--- src/rtl/pipe_stage_chain.sv ---
// pipe_stage_chain: parametrised pipeline-register chain carrying a data
// bundle, a control bundle and a valid bit through STAGES registers, with
// per-stage stall/flush, bubble insertion and occupancy reporting.
module pipe_stage_chain #(
  parameter int DATA_W = 32,
  parameter int CTRL_W = 8,
  parameter int STAGES = 2,
  parameter int OCC_W  = $clog2(STAGES + 1)
) (
  input  logic              clk,
  input  logic              reset,
  input  logic              in_valid,
  input  logic [DATA_W-1:0] in_data,
  input  logic [CTRL_W-1:0] in_ctrl,
  output logic              in_ready,
  input  logic [STAGES-1:0] stall,
  input  logic [STAGES-1:0] flush,
  output logic              out_valid,
  output logic [DATA_W-1:0] out_data,
  output logic [CTRL_W-1:0] out_ctrl,
  output logic [STAGES-1:0] stage_vld,
  output logic [OCC_W-1:0]  occupancy
);

  logic [STAGES-1:0]             hold;
  logic [STAGES-1:0]             vldQ;
  logic [STAGES-1:0][CTRL_W-1:0] ctrlQ;
  logic [STAGES-1:0][DATA_W-1:0] dataQ;

  for (genvar g = 0; g < STAGES; g++) begin : gStage
    logic              upValid;
    logic [CTRL_W-1:0] upCtrl;
    logic [DATA_W-1:0] upData;
    logic              bubble;
    logic              vld;
    logic [CTRL_W-1:0] ctrl;
    logic [DATA_W-1:0] data;

    // A stall anywhere downstream also freezes this stage.
    assign hold[g] = |stall[STAGES-1:g];

    if (g == 0) begin : gHead
      assign upValid = in_valid;
      assign upCtrl  = in_ctrl;
      assign upData  = in_data;
      assign bubble  = 1'b0;
    end else begin : gBody
      assign upValid = vldQ[g-1];
      assign upCtrl  = ctrlQ[g-1];
      assign upData  = dataQ[g-1];
      // Upstream is held but this stage is free: fill it with a bubble.
      assign bubble  = stall[g-1];
    end

    // Stage register: flush > hold > bubble > load from upstream.
    always_ff @(posedge clk or negedge reset) begin
      if (!reset) begin
        vld  <= 1'b0;
        ctrl <= '0;
        data <= '0;
      end else if (flush[g]) begin
        vld  <= 1'b0;
        ctrl <= '0;
      end else if (hold[g]) begin
        vld  <= vld;
      end else if (bubble) begin
        vld  <= 1'b0;
        ctrl <= '0;
      end else begin
        vld  <= upValid;
        ctrl <= upValid ? upCtrl : '0;
        data <= upData;
      end
    end

    assign vldQ[g]  = vld;
    assign ctrlQ[g] = ctrl;
    assign dataQ[g] = data;
  end

  assign in_ready  = ~hold[0];
  assign out_valid = vldQ[STAGES-1];
  assign out_ctrl  = ctrlQ[STAGES-1];
  assign out_data  = dataQ[STAGES-1];
  assign stage_vld = vldQ;

  // Population count of the registered valid bits.
  always_comb begin
    occupancy = '0;
    for (int unsigned i = 0; i < STAGES; i++) begin
      occupancy = occupancy + OCC_W'(vldQ[i]);
    end
  end

endmodule

--- config.mk ---
export PLATFORM = sky130hd
export DESIGN_NAME = pipe_stage_chain
export DESIGN_NICKNAME = d
export VERILOG_FILES = /design/src/rtl/pipe_stage_chain.sv
export SDC_FILE = /design/constraint.sdc
export NUM_CORES = 1
export LEC_CHECK = 0
export ABC_AREA = 1
export BUFFER_PORTS_ARGS = -buffer_cell sky130_fd_sc_hd__buf_2
export CORE_ASPECT_RATIO = 1.4
export CORE_MARGIN = 2
export CORE_UTILIZATION = 51
export DETAILED_ROUTE_END_ITERATION = 8
export GPL_TIMING_DRIVEN = 1
export MAX_ROUTING_LAYER = met4
export PLACE_DENSITY_LB_ADDON = 0.2
export SYNTH_ARGS = -nofsm -noshare
export SYNTH_HDL_FRONTEND = slang
export SYNTH_SLANG_ARGS = --single-unit
--- constraint.sdc ---
create_clock -name clk -period 0.96 [get_ports clk]
set_input_delay 0.048 -clock clk [delete_from_list [all_inputs] [get_ports clk]]
set_output_delay 0.048 -clock clk [all_outputs]
set_load 0.01 [all_outputs]
Word-level counts from Yosys, hierarchy flattened
Index checks and enable logic that the tools add are counted.
{"block": "classes", "add_sub_neg": 1, "multipliers": 0, "div_mod_pow": 0, "magnitude_cmp": 0, "eq_ne": 2, "shifts": 0, "mux": 12, "bitwise": 5, "reduce_logical": 3}
{"operator": "8-bit two-way mux", "n": 7}
{"operator": "1-bit two-way mux", "n": 5}
{"operator": "1-bit inverter", "n": 5}
{"operator": "3-bit AND reduction", "n": 1}
{"operator": "1-bit by 1-bit adder with 2-bit output", "n": 1}
{"operator": "2-bit by 1-bit inequality test with 1-bit output, second input constant", "n": 1}
{"operator": "2-bit inequality test, second input constant", "n": 1}
{"operator": "2-bit AND reduction", "n": 1}
{"operator": "2-bit OR reduction", "n": 1}
{"block": "word_totals", "register_bits": 82, "latch_bits": 0, "mem_bits_rw": 0, "romBits": 0, "output_inout_bits": 46, "n_memories": 0}

Depth between registers and ports, before layout
{"block": "logic_depth", "word_depth": 4, "mapped_depth": 5, "depth_no_buf": 4}

Least setup slack after synthesis
No wires, ideal clock.
{"block": "synth_path", "kind": "register to register", "startpoint": "reg gStage[0].vld", "endpoint": "reg gStage[1].ctrl[0] (netlist: out_ctrl[0])", "setup_ns": 0.065, "arrival_ns": 0.781, "t_required_ns": 0.895, "path_slack_ns": 0.114, "stages_incl_launch_ff": 4, "n_path_buf": 1, "synth_period_minus_slack_ns": 0.846, "path_cell_list": "dfrtp_1 -> clkbuf_1 -> nand4_1 -> nand2_1"}
{"block": "synth_between", "elab_chain_cells": 4}
{"element": "start: declaration", "line_no": "35", "source": "logic vld;"}
{"element": "start signal: assignment", "line_no": "65", "source": "vld <= vld;"}
{"element": "start signal: assignment", "line_no": "70", "source": "vld <= upValid;"}
{"element": "8-bit two-way mux", "line_no": "71", "source": "ctrl <= upValid ? upCtrl : '0;"}
{"element": "8-bit two-way mux", "line_no": "66", "source": "end else if (bubble) begin"}
{"element": "8-bit two-way mux", "line_no": "64", "source": "end else if (hold[g]) begin"}
{"element": "8-bit two-way mux", "line_no": "61", "source": "end else if (flush[g]) begin"}
{"element": "end signal: assignment", "line_no": "71"}
{"element": "end: declaration", "line_no": "36", "source": "logic [CTRL_W-1:0] ctrl;"}
Every way passes these cells. The select of a mux whose other input is x is not followed.
A chain may end at the register's enable or synchronous reset.

Worst setup path in the final report
{"block": "layout_path", "startpoint": "reg gStage[1].vld (netlist: out_valid)", "endpoint": "out occupancy[0]"}
{"block": "layout_between", "elab_chain_cells": 1}
{"element": "start: declaration", "line_no": "35"}
{"element": "start signal: assignment", "line_no": "65"}
{"element": "start signal: assignment", "line_no": "70"}
{"element": "1-bit by 1-bit adder with 2-bit output", "line_no": "91", "source": "occupancy = occupancy + OCC_W'(vldQ[i]);"}
{"element": "end: declaration", "line_no": "22", "source": "output logic [OCC_W-1:0] occupancy"}
Every way passes these cells.

==> impl_metrics.env <==
export IMPL_antenna_cells=0
export IMPL_relSlewSlack_pct=71.8
export IMPL_pin_count=93
export IMPL_arrival_ns=1.19
export IMPL_synth_cells=364
export IMPL_slew_violations=0
export IMPL_clk_latency_ns=0.35
export IMPL_pwr_share_seq_pct=50.0
export IMPL_rows=34
export IMPL_die_height_um=99.2
export IMPL_dieArea_um2=7150
export IMPL_power_uw=8420
export IMPL_ir_worst_vdd_mv=1.06
export IMPL_cts_tree="yes"
export IMPL_place_gp_congestion=0.781
export IMPL_p_int_uw=6180
export IMPL_maxCapViolations=0
export IMPL_grt_pass1_wl_mm=12.8
export IMPL_reg2reg_to="out_ctrl[6]"
export IMPL_synth_seq_cells=82
export IMPL_grt_remaining_overflow=0
export IMPL_grt_usage_pct=23.9
export IMPL_grt_pass1_vias=2831
export IMPL_crit_required_ns=0.91
export IMPL_cts_made_buffers=9
export IMPL_period_needed_ns=1.23
export IMPL_path_clk_slew_ns=0.08
export IMPL_first_pass_iters=5
export IMPL_wl_mm=7.92
export IMPL_critPathMaxFanout=2
export IMPL_yosys_warnings=0
export IMPL_syn_to_final_growth_pct=39.6
export IMPL_netlist_area_um2=3300
export IMPL_crit_path_start_kind="flip-flop"
export IMPL_p_switching_uw=2240
export IMPL_synth_cell_types=14
export IMPL_cts_htree_levels=3
export IMPL_rsz0062_at_grt="true"
export IMPL_p_per_area_nw_per_um2=1830
export IMPL_max_freq_ghz=0.811
export IMPL_vias_per_cell=5.05
export IMPL_fin_cells=584
export IMPL_hold_slack_ns=0.0457
export IMPL_mostFrequentLayoutCells="nand2_1 (166), buf_2 (89), dfrtp_1 (82)"
export IMPL_antenna_found_initial=0
export IMPL_cts_buffer_depth=2
export IMPL_portBuffers=92
export IMPL_pwr_share_clk_pct=32.0
export IMPL_hpwlAfterDp_mm=4.70
export IMPL_nets=555
export IMPL_start_util_pct=52.8
export IMPL_rr_startpoint="gStage[0].vld"
export IMPL_setup_viol=14
export IMPL_skew_ns=0.00931
export IMPL_worstMarginPinSlew_ns=0.423
export IMPL_yosysSeqAreaShare_pct=62.1
export IMPL_synth_avg_cell_area_um2=9.08
export IMPL_crit_path_end_kind="output pin"
export IMPL_route_detailed_drc=0
export IMPL_drt_initial_drc_count=202
export IMPL_wire_per_inst_um=13.6
export IMPL_placed_cells=515
export IMPL_layout_commonest_cell="nand2_1"
export IMPL_crit_path_end="occupancy[0]"
export IMPL_cts_root_buf="clkbuf_8"
export IMPL_leakagePower_uw=0.00263
export IMPL_rrSetupSlack_ns=-0.09
export IMPL_startpoint="out_valid"
export IMPL_hold_viol_final=0
export IMPL_core_area_um2=6250
export IMPL_num_vias=2951
export IMPL_drive_gt1_share_pct=27.0
export IMPL_sw_frac_of_total_pct=26.6
export IMPL_antenna_left=0
export IMPL_syn_nets=412
export IMPL_path_class="flip-flop to output pin"
export IMPL_min_path_type="primary input to flip-flop"
export IMPL_pwr_share_comb_pct=18.0
export IMPL_grt_max_degree=83
export IMPL_final_setup_worst_slack_ns=-0.274
export IMPL_fin_crit_sh_pct=128
export IMPL_pre_cts_ws_ns=-0.0390
export IMPL_rr_worst_depth=5
export IMPL_failed_checks="negative setup slack"
export IMPL_cts_sinks=82
export IMPL_die_width_um=72.0
export IMPL_status="finished, violations left"
## sequential cells by signal, indices dropped and copies added (netlist names)
| name | count |
|---|---|
| out_data | 32 |
| gStage.ctrl | 8 |
| out_valid | 1 |
| out_ctrl | 8 |
| gStage.data | 32 |
| gStage.vld | 1 |
## cells by family (layout without fill, tap and decap cells)
logic type | count (synthesis) | in the layout | synth area share, %
buffers and inverters | 30 | 178 | 4.92
and+or+nand+nor | 251 | 251 | 32.6
DFF | 82 | 82 | 62.1
adders and majority gates | 1 | 1 | 0.379
## synth_stat cells
cell | n | area, um^2
nand2_1 | 166 | 623
nor2_4 | 1 | 11.3
buf_4 | 8 | 60.1
nor2_2 | 2 | 12.5
buf_1 | 1 | 3.75
nand4_1 | 16 | 100
clkbuf_1 | 7 | 26.3
nand3_1 | 66 | 330
inv_2 | 2 | 7.51
dfrtp_1 | 82 | 2050
ha_1 | 1 | 12.5
buf_2 | 10 | 50.1
buf_6 | 1 | 11.3
inv_1 | 1 | 3.75
## per-layer routing
metal  up-vias  routed length (um)  GRT usage [%]  share of wire, %
met4         0                  87           8.42               1.1
met2        87                4080           40.0                52
met3        10                 353           3.95               4.5
met1      1388                3400           29.4                43
li1       1466                   -              -                 -
met5         -                   0              -                 0
## critical path, cell delays in order, from the launching register on
cell,delay [ns]
dfrtp_1,0.41
ha_1,0.29
buf_2,0.14
## power by group through the flow
stage | clock, uW | sequential [uW] | combinational, uW
2_1_floorplan | 0 | 4380 | 560
3_3_place_gp | 0 | 4270 | 1260
3_5_place_dp | 0 | 4280 | 1300
4_1_cts | 2750 | 4210 | 1440
5_1_grt | 2890 | 4280 | 1720
6_report | 2700 | 4210 | 1520
## through the flow
stage               util (%)  instance area (um^2)  setup TNS, ns
floorplan                  -                  3300              0
global placement        61.7                  3860              0
detailed placement      61.7                  3860         -0.668
CTS                     72.2                  4520         -0.784
global route            73.7                  4610          -2.11
finish                  73.7                  4610          -1.51
## final cells by class
class | count | area [um^2]
Sequential cell | 82 | 2050
Timing Repair Buffer | 159 | 1150
Tap cell | 72 | 90.1
Multi-Input combinational cell | 252 | 1090
Clock inverter | 5 | 77.6
Inverter | 3 | 11.3
Clock buffer | 11 | 141
Fill cell | 479 | 1640
## what timing repair did
| action | 4_1_cts | 5_1_grt |
|---|---|---|
| buffers inserted | 2 | 10 |
| setup endpoints to repair | 5 | 26 |
| pin swaps | 0 | 1 |
| hold buffers | 41 | 0 |
| hold endpoints to repair | 122 | 0 |
| resized for setup | 2 | 5 |
## how the worst min path moves through the flow
stage	from	to	cells after the start
after detailed placement	reset	out_data[2]	2
after floorplan	reset	gStage[0].ctrl[0]	0
after global placement	reset	out_data[2]	2
after CTS	stall[0]	gStage[0].data[31]	4
final	in_valid	gStage[0].ctrl[0]	3
after global routing	in_valid	gStage[0].ctrl[0]	3
(Power assumes the default switching activity.)
